$ cat src/rtl/sync_fifo_pkg.sv
// Shared constants and helpers for the synchronous FIFO family.
// Mode selectors for the FWFT parameter and the pointer-width function.
package sync_fifo_pkg;

    localparam int MODE_STD  = 0;
    localparam int MODE_FWFT = 1;

    // Smallest w with 2**w >= depth.
    function automatic int addr_width(input int depth);
        int w;
        w = 0;
        for (int i = 0; i < 31; i++) begin
            if ((1 << i) < depth) begin
                w = i + 1;
            end
        end
        return w;
    endfunction

endpackage

$ cat src/rtl/sync_fifo_ram.sv
// Simple dual-port storage: one synchronous write port and one read port
// whose output register loads only when re_i is high. No reset on contents.
module sync_fifo_ram #(
    parameter int WIDTH = 18,
    parameter int DEPTH = 64,
    parameter int AW    = 6
) (
    input  logic             clk_i,
    input  logic             we_i,
    input  logic [AW-1:0]    waddr_i,
    input  logic [WIDTH-1:0] wdata_i,
    input  logic             re_i,
    input  logic [AW-1:0]    raddr_i,
    output logic [WIDTH-1:0] rdata_o
);

    logic [WIDTH-1:0] mem [DEPTH];
    logic [WIDTH-1:0] rdata_q;

    always_ff @(posedge clk_i) begin
        if (we_i) begin
            mem[waddr_i] <= wdata_i;
        end
        if (re_i) begin
            rdata_q <= mem[raddr_i];
        end
    end

    assign rdata_o = rdata_q;

endmodule

$ cat src/rtl/sync_fifo_fwft.sv
// Synchronous FIFO with registered occupancy flags and either a
// read-latency-1 output or a first-word-fall-through output.
module sync_fifo_fwft
    import sync_fifo_pkg::*;
#(
    parameter int WIDTH = 18,
    parameter int DEPTH = 64,
    parameter int FWFT  = MODE_STD,
    parameter int AFVAL = DEPTH - 4,
    parameter int AEVAL = 4,
    localparam int AW   = addr_width(DEPTH)
) (
    input  logic             CLK,
    input  logic             RESET,
    input  logic [WIDTH-1:0] DATA,
    input  logic             WE,
    input  logic             RE,
    output logic [WIDTH-1:0] Q,
    output logic             DVLD,
    output logic             FULL,
    output logic             EMPTY,
    output logic             AFULL,
    output logic             AEMPTY,
    output logic             OVERFLOW,
    output logic             UNDERFLOW,
    output logic [AW:0]      COUNT
);

    if ((DEPTH < 4) || (DEPTH > 4096) || ((DEPTH & (DEPTH - 1)) != 0)) begin : g_bad_depth
        $fatal(1, "sync_fifo_fwft: DEPTH must be a power of two in 4..4096");
    end
    if ((WIDTH < 1) || (WIDTH > 64) || ((FWFT != MODE_STD) && (FWFT != MODE_FWFT))) begin : g_bad_mode
        $fatal(1, "sync_fifo_fwft: WIDTH must be 1..64 and FWFT 0 or 1");
    end
    if ((AEVAL < 1) || (AFVAL > DEPTH - 1) || (AEVAL >= AFVAL)) begin : g_bad_thresh
        $fatal(1, "sync_fifo_fwft: need 1 <= AEVAL < AFVAL <= DEPTH-1");
    end

    localparam logic [AW:0] DEPTH_C = DEPTH[AW:0];
    localparam logic [AW:0] AFVAL_C = AFVAL[AW:0];
    localparam logic [AW:0] AEVAL_C = AEVAL[AW:0];

    logic [AW-1:0]    wr_ptr_q, wr_ptr_d, rd_ptr_q, rd_ptr_d;
    logic [AW:0]      count_q, count_d;
    logic             full_q, empty_q, afull_q, aempty_q;
    logic             ovf_q, udf_q, dvld_q;
    logic             byp_q, byp_d;
    logic [WIDTH-1:0] byp_data_q, byp_data_d;
    logic             wr_acc, rd_acc, bypass;
    logic             ram_re;
    logic [AW-1:0]    ram_raddr;
    logic [WIDTH-1:0] ram_rdata;

    // A request is taken only when the registered flag allows it and RESET is low.
    assign wr_acc = WE & ~full_q & ~RESET;
    assign rd_acc = RE & ~empty_q & ~RESET;

    // FWFT: the word being written becomes the head when nothing else remains,
    // so it goes straight to the output register instead of waiting on the RAM.
    assign bypass = (FWFT == MODE_FWFT) && wr_acc && (count_q == {{AW{1'b0}}, rd_acc});

    always_comb begin
        wr_ptr_d   = wr_ptr_q;
        rd_ptr_d   = rd_ptr_q;
        count_d    = count_q;
        byp_d      = byp_q;
        byp_data_d = byp_data_q;
        if (wr_acc) begin
            wr_ptr_d = wr_ptr_q + AW'(1);
        end
        if (rd_acc) begin
            rd_ptr_d = rd_ptr_q + AW'(1);
        end
        if (wr_acc && !rd_acc) begin
            count_d = count_q + (AW+1)'(1);
        end else if (!wr_acc && rd_acc) begin
            count_d = count_q - (AW+1)'(1);
        end
        if (bypass) begin
            byp_d      = 1'b1;
            byp_data_d = DATA;
        end else if (rd_acc) begin
            byp_d = 1'b0;
        end
    end

    always_ff @(posedge CLK) begin
        if (RESET) begin
            wr_ptr_q   <= '0;
            rd_ptr_q   <= '0;
            count_q    <= '0;
            full_q     <= 1'b0;
            empty_q    <= 1'b1;
            afull_q    <= 1'b0;
            aempty_q   <= 1'b1;
            ovf_q      <= 1'b0;
            udf_q      <= 1'b0;
            dvld_q     <= 1'b0;
            byp_q      <= 1'b1;
            byp_data_q <= '0;
        end else begin
            wr_ptr_q   <= wr_ptr_d;
            rd_ptr_q   <= rd_ptr_d;
            count_q    <= count_d;
            full_q     <= (count_d == DEPTH_C);
            empty_q    <= (count_d == '0);
            afull_q    <= (count_d >= AFVAL_C);
            aempty_q   <= (count_d <= AEVAL_C);
            ovf_q      <= WE & full_q;
            udf_q      <= RE & empty_q;
            dvld_q     <= rd_acc;
            byp_q      <= byp_d;
            byp_data_q <= byp_data_d;
        end
    end

    // FWFT reads ahead at the next head address every cycle; standard mode
    // loads the output register only on an accepted read.
    assign ram_re    = (FWFT == MODE_FWFT) ? 1'b1 : rd_acc;
    assign ram_raddr = (FWFT == MODE_FWFT) ? rd_ptr_d : rd_ptr_q;

    sync_fifo_ram #(
        .WIDTH (WIDTH),
        .DEPTH (DEPTH),
        .AW    (AW)
    ) u_ram (
        .clk_i   (CLK),
        .we_i    (wr_acc),
        .waddr_i (wr_ptr_q),
        .wdata_i (DATA),
        .re_i    (ram_re),
        .raddr_i (ram_raddr),
        .rdata_o (ram_rdata)
    );

    assign Q         = byp_q ? byp_data_q : ram_rdata;
    assign DVLD      = (FWFT == MODE_FWFT) ? ~empty_q : dvld_q;
    assign FULL      = full_q;
    assign EMPTY     = empty_q;
    assign AFULL     = afull_q;
    assign AEMPTY    = aempty_q;
    assign OVERFLOW  = ovf_q;
    assign UNDERFLOW = udf_q;
    assign COUNT     = count_q;

endmodule

$ cat config.mk
export PLATFORM = sky130hd
export DESIGN_NAME = sync_fifo_fwft
export DESIGN_NICKNAME = d
export VERILOG_FILES = /design/src/rtl/sync_fifo_pkg.sv /design/src/rtl/sync_fifo_ram.sv /design/src/rtl/sync_fifo_fwft.sv
export SDC_FILE = /design/constraint.sdc
export NUM_CORES = 1
export LEC_CHECK = 0
export CAP_MARGIN = 40
export CORE_ASPECT_RATIO = 1.2
export CORE_MARGIN = 4
export CORE_UTILIZATION = 55
export CTS_BUF_LIST = sky130_fd_sc_hd__clkbuf_4
export CTS_CLUSTER_SIZE = 28
export DETAILED_ROUTE_END_ITERATION = 6
export PLACE_DENSITY = 0.77
export SYNTH_ARGS = -nofsm -noshare
export SYNTH_HDL_FRONTEND = slang
export SYNTH_SLANG_ARGS = --single-unit
$ cat constraint.sdc
create_clock -name CLK -period 3 [get_ports CLK]
set_input_delay 0.45 -clock CLK [delete_from_list [all_inputs] [get_ports CLK]]
set_output_delay 0.45 -clock CLK [all_outputs]
set_load 0.03 [all_outputs]
; Word-level counts from Yosys, hierarchy flattened
; Memories as Yosys holds them, arrays and structs flattened. A register that Yosys moved wholly into a read port is not among the register bits.
; Index checks and enable logic that the tools add are counted.
[word_totals]
ff_bits = 27
elab_cells = 38
mem_bits_rw = 1152
out_inout_bits = 32
mem_count = 1
[op_classes]
addsub = 4
mux = 5
reduce_logical = 5
n_eq_ne = 1
bitwise_logic = 9
magnitude_cmp = 2
[mem_list]
columns = memory, depth, width, read_ports, rd_clocked_by_memory_dff, write_ports, line
row1 = u_ram.mem, 64, 18, 1, 1, 1, sync_fifo_ram.sv:17  ; logic [WIDTH-1:0] mem [DEPTH];
[ops]
columns = op, n
row1 = $mux W18, 1
row2 = $mux W7, 2
row3 = $add A6 B1 Y6 const B, 2
row4 = $add A7 B1 Y7 const B, 1
row5 = $eq A7 B7 Y1 const B, 1
row6 = $ge A7 B6 Y1 const B, 1
row7 = $le A7 B3 Y1 const B, 1
row8 = $logic_not A7 Y1, 1
row9 = $sub A7 B1 Y7 const B, 1
row10 = $and A1 B1 Y1, 6
row11 = $not A1 Y1, 3
row12 = $logic_and A1 B1 Y1, 2
row13 = $logic_not A1 Y1, 2
row14 = $mux W1, 2

; Depth between registers and ports, before layout
; Gate-level depths: netlist (run 1).
[depth]
word_depth = 8
depth_mapped = 8

; Cells and area by module
; From an unflattened synthesis (run 1), not the netlist that was laid out.
[hier_totals]
cells_unflattened = 2118
area_unflattened_um2 = 46189.3
[by_module_without_submodules]
columns = module, cells_each, area_each_um2, instances, seq_area_each_um2
row1 = sync_fifo_ram, 1957, 44801.7, 1, 35133.7
row2 = sync_fifo_fwft, 161, 1387.6, 1, 540.5

; Worst setup path before layout (run 1)
; No wires, ideal clock.
[synth_timing]
kind = input to register
from = input port RESET
to = memory u_ram.mem[40][0], enable pin
stages = 5
t_arrival_ns = 2.574
n_path_buf = 2
setup_ns = 0.416
path_slack_ns = 0.011
path_cell_list = buf_6 -> clkbuf_1 -> nor3_1 -> nand2_1 -> nor3_1
[synth_between]
elab_chain_cells = 4
[synth_lines]
columns = element, line
row1 = start: declaration, sync_fifo_fwft.sv:14  ; input logic RESET,
row2 = $not A1 Y1, sync_fifo_fwft.sv:55  ; assign wr_acc = WE & ~full_q & ~RESET;
row3 = $and A1 B1 Y1, sync_fifo_fwft.sv:55
row4 = $mux W1, sync_fifo_ram.sv:21  ; if (we_i) begin
row5 = $mux W1 (implied by the code), sync_fifo_ram.sv:22  ; mem[waddr_i] <= wdata_i;
row6 = end: declaration, sync_fifo_ram.sv:17
; No other way between the ends.

==> metrics.txt, run 1 <==
status finished clean; Clock Tree Root clkbuf_4; die width between 200 and 300 um; final setup fails 0; most common cell in the synthesized netlist edfxtp_1; worst reg2reg path startpoint ram_raddr[0]; final wirelength about 110 mm; worst hold path type in -> reg; fin cells approximately 3,800; RSZ-0062 raised after global routing false; CP endpoint kind flop; Cell Chain, Critical Path buf_12 > buf_4 > mux4_2 > o22ai_1 > nor4_1 > mux2_2; final worst setup slack approximately 73 ps; die area 87,300 um^2; Critical path origin ram_raddr[0]; Int Power ~27,000 uW; post-route setup TNS 0 ps; syn avg cell area 22.3 um^2; Period Utilization, post-route a little over nine tenths; fmax approximately 340 MHz; sw frac a little under a quarter; GR Util met2 between 40% and 50%; synthesis-stage register bit count 1,197; worst-path fanout max 32; Final HPWL DP about 71 mm; pre-CTS worst setup slack 139 ps; CP startpoint kind flop; # IOs 54; H-tree depth 5; Req. time, crit path about 3900 ps; EDFF count, synth ~1,200; port bufs between 50 and 60; CTS tree done; grt ovf 0; first-pass GRT wire length approximately 160 mm; R2R Setup Slk about 73 ps; setup bufs post-CTS 0; Crit path largest cell delay about 520 ps; initial antenna violation count 4; top cell type's share of synthesized area between 70% and 80%; power density over the cells around 650 nW/um^2; gpl congestion between 0.9 and 1; Synth Instances between 2,000 and 2,500; Clk pwr share around 38%; Hold Path Depth 2; dpl cells 3,247; Worst Tran Pin Value 883 ps; sequential power share between 50 and 60%; ys async rst share 0%; Post-Syn Nets just over 2,000; Worst-Skew Late Latency between 1000 and 1500 ps; share of layout cells above drive strength 1 38.1%; drt pass-1 iters 6; cell area after synthesis between 40,000 and 50,000 um^2; Final Net Count 2,536; Crit-path slowest cell mux4_2; FF-to-FF End u_ram.rdata_o[3]; Die Ht around 320 um; Worst Path Buf+Inv 2; hold_ws around 130 ps; Yosys warnings 0; switching power just under 8000 uW; Core Rows roughly 120; initial core utilization about 55%; post-route DRC violation count 0; core area just over 80,000 um^2; 1st-iter DRT viols approximately 3,400; Seq/Total Area, Yosys 78.5%; Avg WL per Cell around 30 um; grt met3 use roughly 7.4%; clk buf depth 4; Max-Cap Viols 0; GR Util met1 approximately 34%; Synth area leaders edfxtp_1 (77%), mux4_2 (14%), o22ai_1 (1.9%); Pins Over Slew Limit 0; largest net degree at the start of global routing 65; Max-slew headroom 40.6%; Setup Crit Path Kind reg -> reg; CP Data Arrival Time around 3800 ps; Final Hold Violating Endpoints 0; Synth cell types between 50 and 60; VDD IR max roughly 0.33 mV; Worst R2R Path Depth 6; Worst Hold Endpoint OVERFLOW; top cells by count, synth edfxtp_1 (1,170), mux4_2 (287), o22ai_1 (138); Hold Path Origin WE; grt peak-use layer met2; final core utilization around 64%; CP top delay family multiplexers; combinational fraction of design power under 10%; Layout Skew ~110 ps; Clk pin slew, worst setup/hold paths ~70 ps; Primary FF master, synth edfxtp_1; Via Count 24,100; CTS Buf Count around 290; vias in the first global route between 20,000 and 25,000; Layout area overhead 16.0%; clock sinks between 1,000 and 1,500; LEAKAGE around 0.017 uW; vias per cell between 6 and 7; Total GRT Usage a little over a quarter; antenna viol nets, final 0; final critical path time including I/O delays and setup between 2000 and 3000 ps; post-synth top area cell edfxtp_1
==> kinds of logic after synthesis <==
logic type	count (synthesis)	share of synthesized area (%)
flip-flops	1197	78.5
multiplexers	309	14.8
AND/OR/NAND/NOR	234	2.69
AO/OA/AOI/OAI	163	2.36
buffers and inverters	119	1.33
XOR/XNOR	13	0.251
adder cells (fa/ha/maj)	4	0.110
==> sequential cells by signal, indices dropped and copies added, names as in the netlist <==
signal / flops
u_ram.rdata_o: 18
OVERFLOW: 1
DVLD: 1
COUNT: 7
byp_q: 1
wr_ptr_q: 6
FULL: 1
ram_raddr: 6
AEMPTY: 1
AFULL: 1
UNDERFLOW: 1
EMPTY: 1
u_ram.mem: 1152
==> metrics by stage <==
step	power, uW	instance area [um^2]
floorplan	20500	45400
global placement	21700	48900
detailed placement	21700	49000
CTS	34500	52700
global route	35700	52700
finish	34300	52700
==> placed cells by master (no fill, tap or decap), drive strengths merged, types with 17 or more instances in the layout <==
cell type and n:
nor2 84, o22ai 139, edfxtp 1170, nor4 37, clkdlybuf4s50 22, mux4 287, nand2 30, buf 232
dfxtp 27, dlygate4sd3 19, nor2b 25, mux2 17, clkinv 69, clkbuf 409
==> cell type report <==
cell class / instances / area, um^2
clock buffer: 408 / 3060
multi-input combinational: 723 / 9270
inverter: 6 / 22.5
fill: 5250 / 29300
clock inverter: 82 / 480
antenna: 3 / 7.51
tap: 1053 / 1320
timing repair buffer: 288 / 2870
sequential: 1197 / 35700
==> how the worst max path moves through the flow <==
stage,end,cells after the start
finish,u_ram.rdata_o[3],6
global route,Q[3],3
CTS,Q[3],3
detailed placement,u_ram.rdata_o[2],8
global placement,u_ram.rdata_o[17],7
floorplan,u_ram.mem[40][0],5
==> metal layers <==
layer	vias to the layer above	routed length [um]
met2	1697	54400
met4	2	5930
met3	278	12700
met1	12300	39300
met5	-	17
li1	9825	-
==> power by group through the flow <==
stage / combinational [uW] / clock (uW) / sequential, uW
2_1_floorplan: 1680 / 0 / 18900
5_1_grt: 3040 / 14100 / 18500
3_5_place_dp: 2880 / 0 / 18900
6_report: 2890 / 12900 / 18500
3_3_place_gp: 2810 / 0 / 18800
4_1_cts: 2900 / 13100 / 18500
==> what timing repair did <==
item / 4_1_cts / 5_1_grt
hold endpoints to repair: 551 / 0
resized for setup: 13 / 2
hold buffers: 19 / 0
setup endpoints to repair: 13 / 1
Note: power is estimated with default switching activity, not from simulation.
==> run 2, diff against run 1 <==
--- a/config.mk
+++ b/config.mk
@@ -13,6 +13,7 @@
 export CTS_CLUSTER_SIZE = 28
 export DETAILED_ROUTE_END_ITERATION = 6
 export PLACE_DENSITY = 0.77
+export RECOVER_POWER = 25
 export SYNTH_ARGS = -nofsm -noshare
 export SYNTH_HDL_FRONTEND = slang
 export SYNTH_SLANG_ARGS = --single-unit
==> run 2 against run 1 <==
- the run now ends with capacitance limit, slew limit left
- clock-buffer cell count unchanged
- final cell count did not move
- sequential share of layout area rose by 0.13 points
- critical path depth stayed put
- critical path type unchanged
- critical endpoint unchanged
==> metrics.txt, run 2 (synthesis results as in run 1) <==
final setup fails 0; Hold Path Depth 2; Core Rows around 120; Max-slew headroom -44.0%; vias per cell around 6.4; switching power 7750 uW; FF-to-FF End u_ram.rdata_o[3]; CP Data Arrival Time approximately 3800 ps; Final Hold Violating Endpoints 0; CP startpoint kind flop; die width approximately 270 um; port bufs 53; CTS tree done; worst hold path type in -> reg; vias in the first global route between 20,000 and 25,000; sequential cell area approximately 36,000 um^2; # IOs 54; Worst Hold Endpoint OVERFLOW; power density over the cells ~650 nW/um^2; drt pass-1 iters 6; # fillers about 5,300; Final Net Count ~2,500; final worst setup slack between 60 and 70 ps; Int Power ~27,000 uW; Worst-Skew Late Latency between 1000 and 1500 ps; Die Ht ~320 um; Final HPWL DP 70.8 mm; Layout area overhead 15.8%; gpl congestion about 0.9; Total GRT Usage roughly a quarter; CP endpoint kind flop; footprint of the multi-input gates about 9300 um^2; clock sinks between 1,000 and 1,500; worst-path fanout max 32; hold_ws 129 ps; Crit-path slowest cell mux4_2; largest net degree at the start of global routing 65; Largest register FFs between 1,000 and 1,500; worst reg2reg path startpoint ram_raddr[0]; CTS Buf Count a little under 300; Setup Crit Path Kind reg -> reg; Pins Over Slew Limit slightly above 600; combinational fraction of design power 8.4%; CP top delay family multiplexers; clk buf depth 4; failing checks capacitance limit, slew limit; sequential power share about 54%; grt ovf 0; Max-Cap Viols 17; final core utilization between 60% and 70%; 1st-iter DRT viols approximately 3,200; commonest non-fill, non-tap cells in the layout edfxtp_1 (1,170), clkbuf_4 (408), mux4_2 (287), buf_4 (155), o22ai_1 (138); final critical path time including I/O delays and setup 2940 ps; Clk pin slew, worst setup/hold paths roughly 70 ps; Crit path largest cell delay roughly 520 ps; Clk pwr share a little under two fifths; antenna viol nets, final 0; VDD IR max between 0.3 and 0.4 mV; LEAKAGE 0.0167 uW; R2R Setup Slk about 64 ps; Worst Path Buf+Inv 2; Avg WL per Cell about 30 um; first-pass GRT wire length 165 mm; initial antenna violation count 4; die area 87,300 um^2; Via Count approximately 24,000; share of layout cells above drive strength 1 a little under two fifths; Biggest register u_ram.mem; Req. time, crit path about 3900 ps; fmax between 300 and 400 MHz; Hold Path Origin WE; Tot Pwr around 34,000 uW; post-route DRC violation count 0; initial core utilization a little under three fifths; Layout Skew between 100 and 150 ps; Period Utilization, post-route roughly 98%; status complete, but fails checks; Clock Tree Root clkbuf_4; post-route setup TNS 0 ps; Cell Chain, Critical Path buf_12 > buf_4 > mux4_2 > o22ai_1 > nor4_1 > mux2_2; Worst R2R Path Depth 6; final wirelength 112 mm; core area approximately 82,000 um^2; RSZ-0062 raised after global routing false; Worst Tran Pin Value 2160 ps; H-tree depth 5; pre-CTS worst setup slack 139 ps; sw frac a little under a quarter; most common cell after layout, fill and taps aside edfxtp_1
## run 2: what timing repair did
| action | in CTS | in global routing |
|---|---|---|
| setup buffers | 0 | 0 |
| hold endpoints to repair | 551 | 0 |
| gates resized for setup | 13 | 2 |
| endpoints found under the setup margin | 13 | 1 |
| hold buffers | 19 | 0 |
## run 2: layout make-up
type | count | area share [%]
clock inverters | 82 | 0.913
well taps | 1053 | 2.50
inverters | 6 | 0.0428
repair buffers | 288 | 5.26
diodes | 3 | 0.0143
flip-flops and latches | 1197 | 67.8
clock buffers | 408 | 5.82
multi-input cells | 723 | 17.6
## run 2: power by group through the flow
stage	registers [uW]	logic, uW	clock network, uW
finish	18500	2870	12900
global route	18500	3020	14100
CTS	18500	2900	13100
detailed placement	18900	2880	0
global placement	18800	2810	0
floorplan	18900	1680	0
## run 2: how the worst max path moves through the flow
stage | from | end | slack [ps] | depth (start not counted)
after floorplan | RESET | u_ram.mem[40][0] | 10 | 5
after global placement | ram_raddr[0] | u_ram.rdata_o[17] | 30 | 7
after detailed placement | ram_raddr[0] | u_ram.rdata_o[2] | 140 | 8
after CTS | byp_q | Q[3] | 80 | 3
after global routing | byp_q | Q[3] | 9 | 3
final | ram_raddr[0] | u_ram.rdata_o[3] | 60 | 6
## run 2: per-stage QoR
step           instances  area, um^2
3_3_place_gp        3244       48900
4_1_cts             3756       52700
5_1_grt             3760       52600
3_5_place_dp        3247       49000
2_1_floorplan       2039       45400
6_report            3760       52600
## run 2: routing by layer
layer | track usage, % | vias up | routed length [um] | part of all wire (%)
li1 | - | 9815 | - | -
met1 | 33.9 | 12300 | 38900 | 35
met2 | 41.1 | 1685 | 54800 | 49
met3 | 7.36 | 276 | 12900 | 11
met4 | 13.2 | 2 | 5850 | 5.2
met5 | 0 | - | 17 | 0.015
## run 2: worst reg2reg max path, delay by kind of cell (launching register included)
kind,cells,cell delay [ps]
flip-flops,1,500
AO/OA/AOI/OAI,1,470
AND/OR/NAND/NOR,1,240
buffers and inverters,2,580
multiplexers,2,840
==> run 3, diff against run 2 <==
--- a/config.mk
+++ b/config.mk
@@ -5,6 +5,7 @@
 export SDC_FILE = /design/constraint.sdc
 export NUM_CORES = 1
 export LEC_CHECK = 0
+export ABC_CLOCK_PERIOD_IN_PS = 3000
 export CAP_MARGIN = 40
 export CORE_ASPECT_RATIO = 1.2
 export CORE_MARGIN = 4
==> results of run 3 <==
Final layout, timing and power as in run 2 (identical DEF).
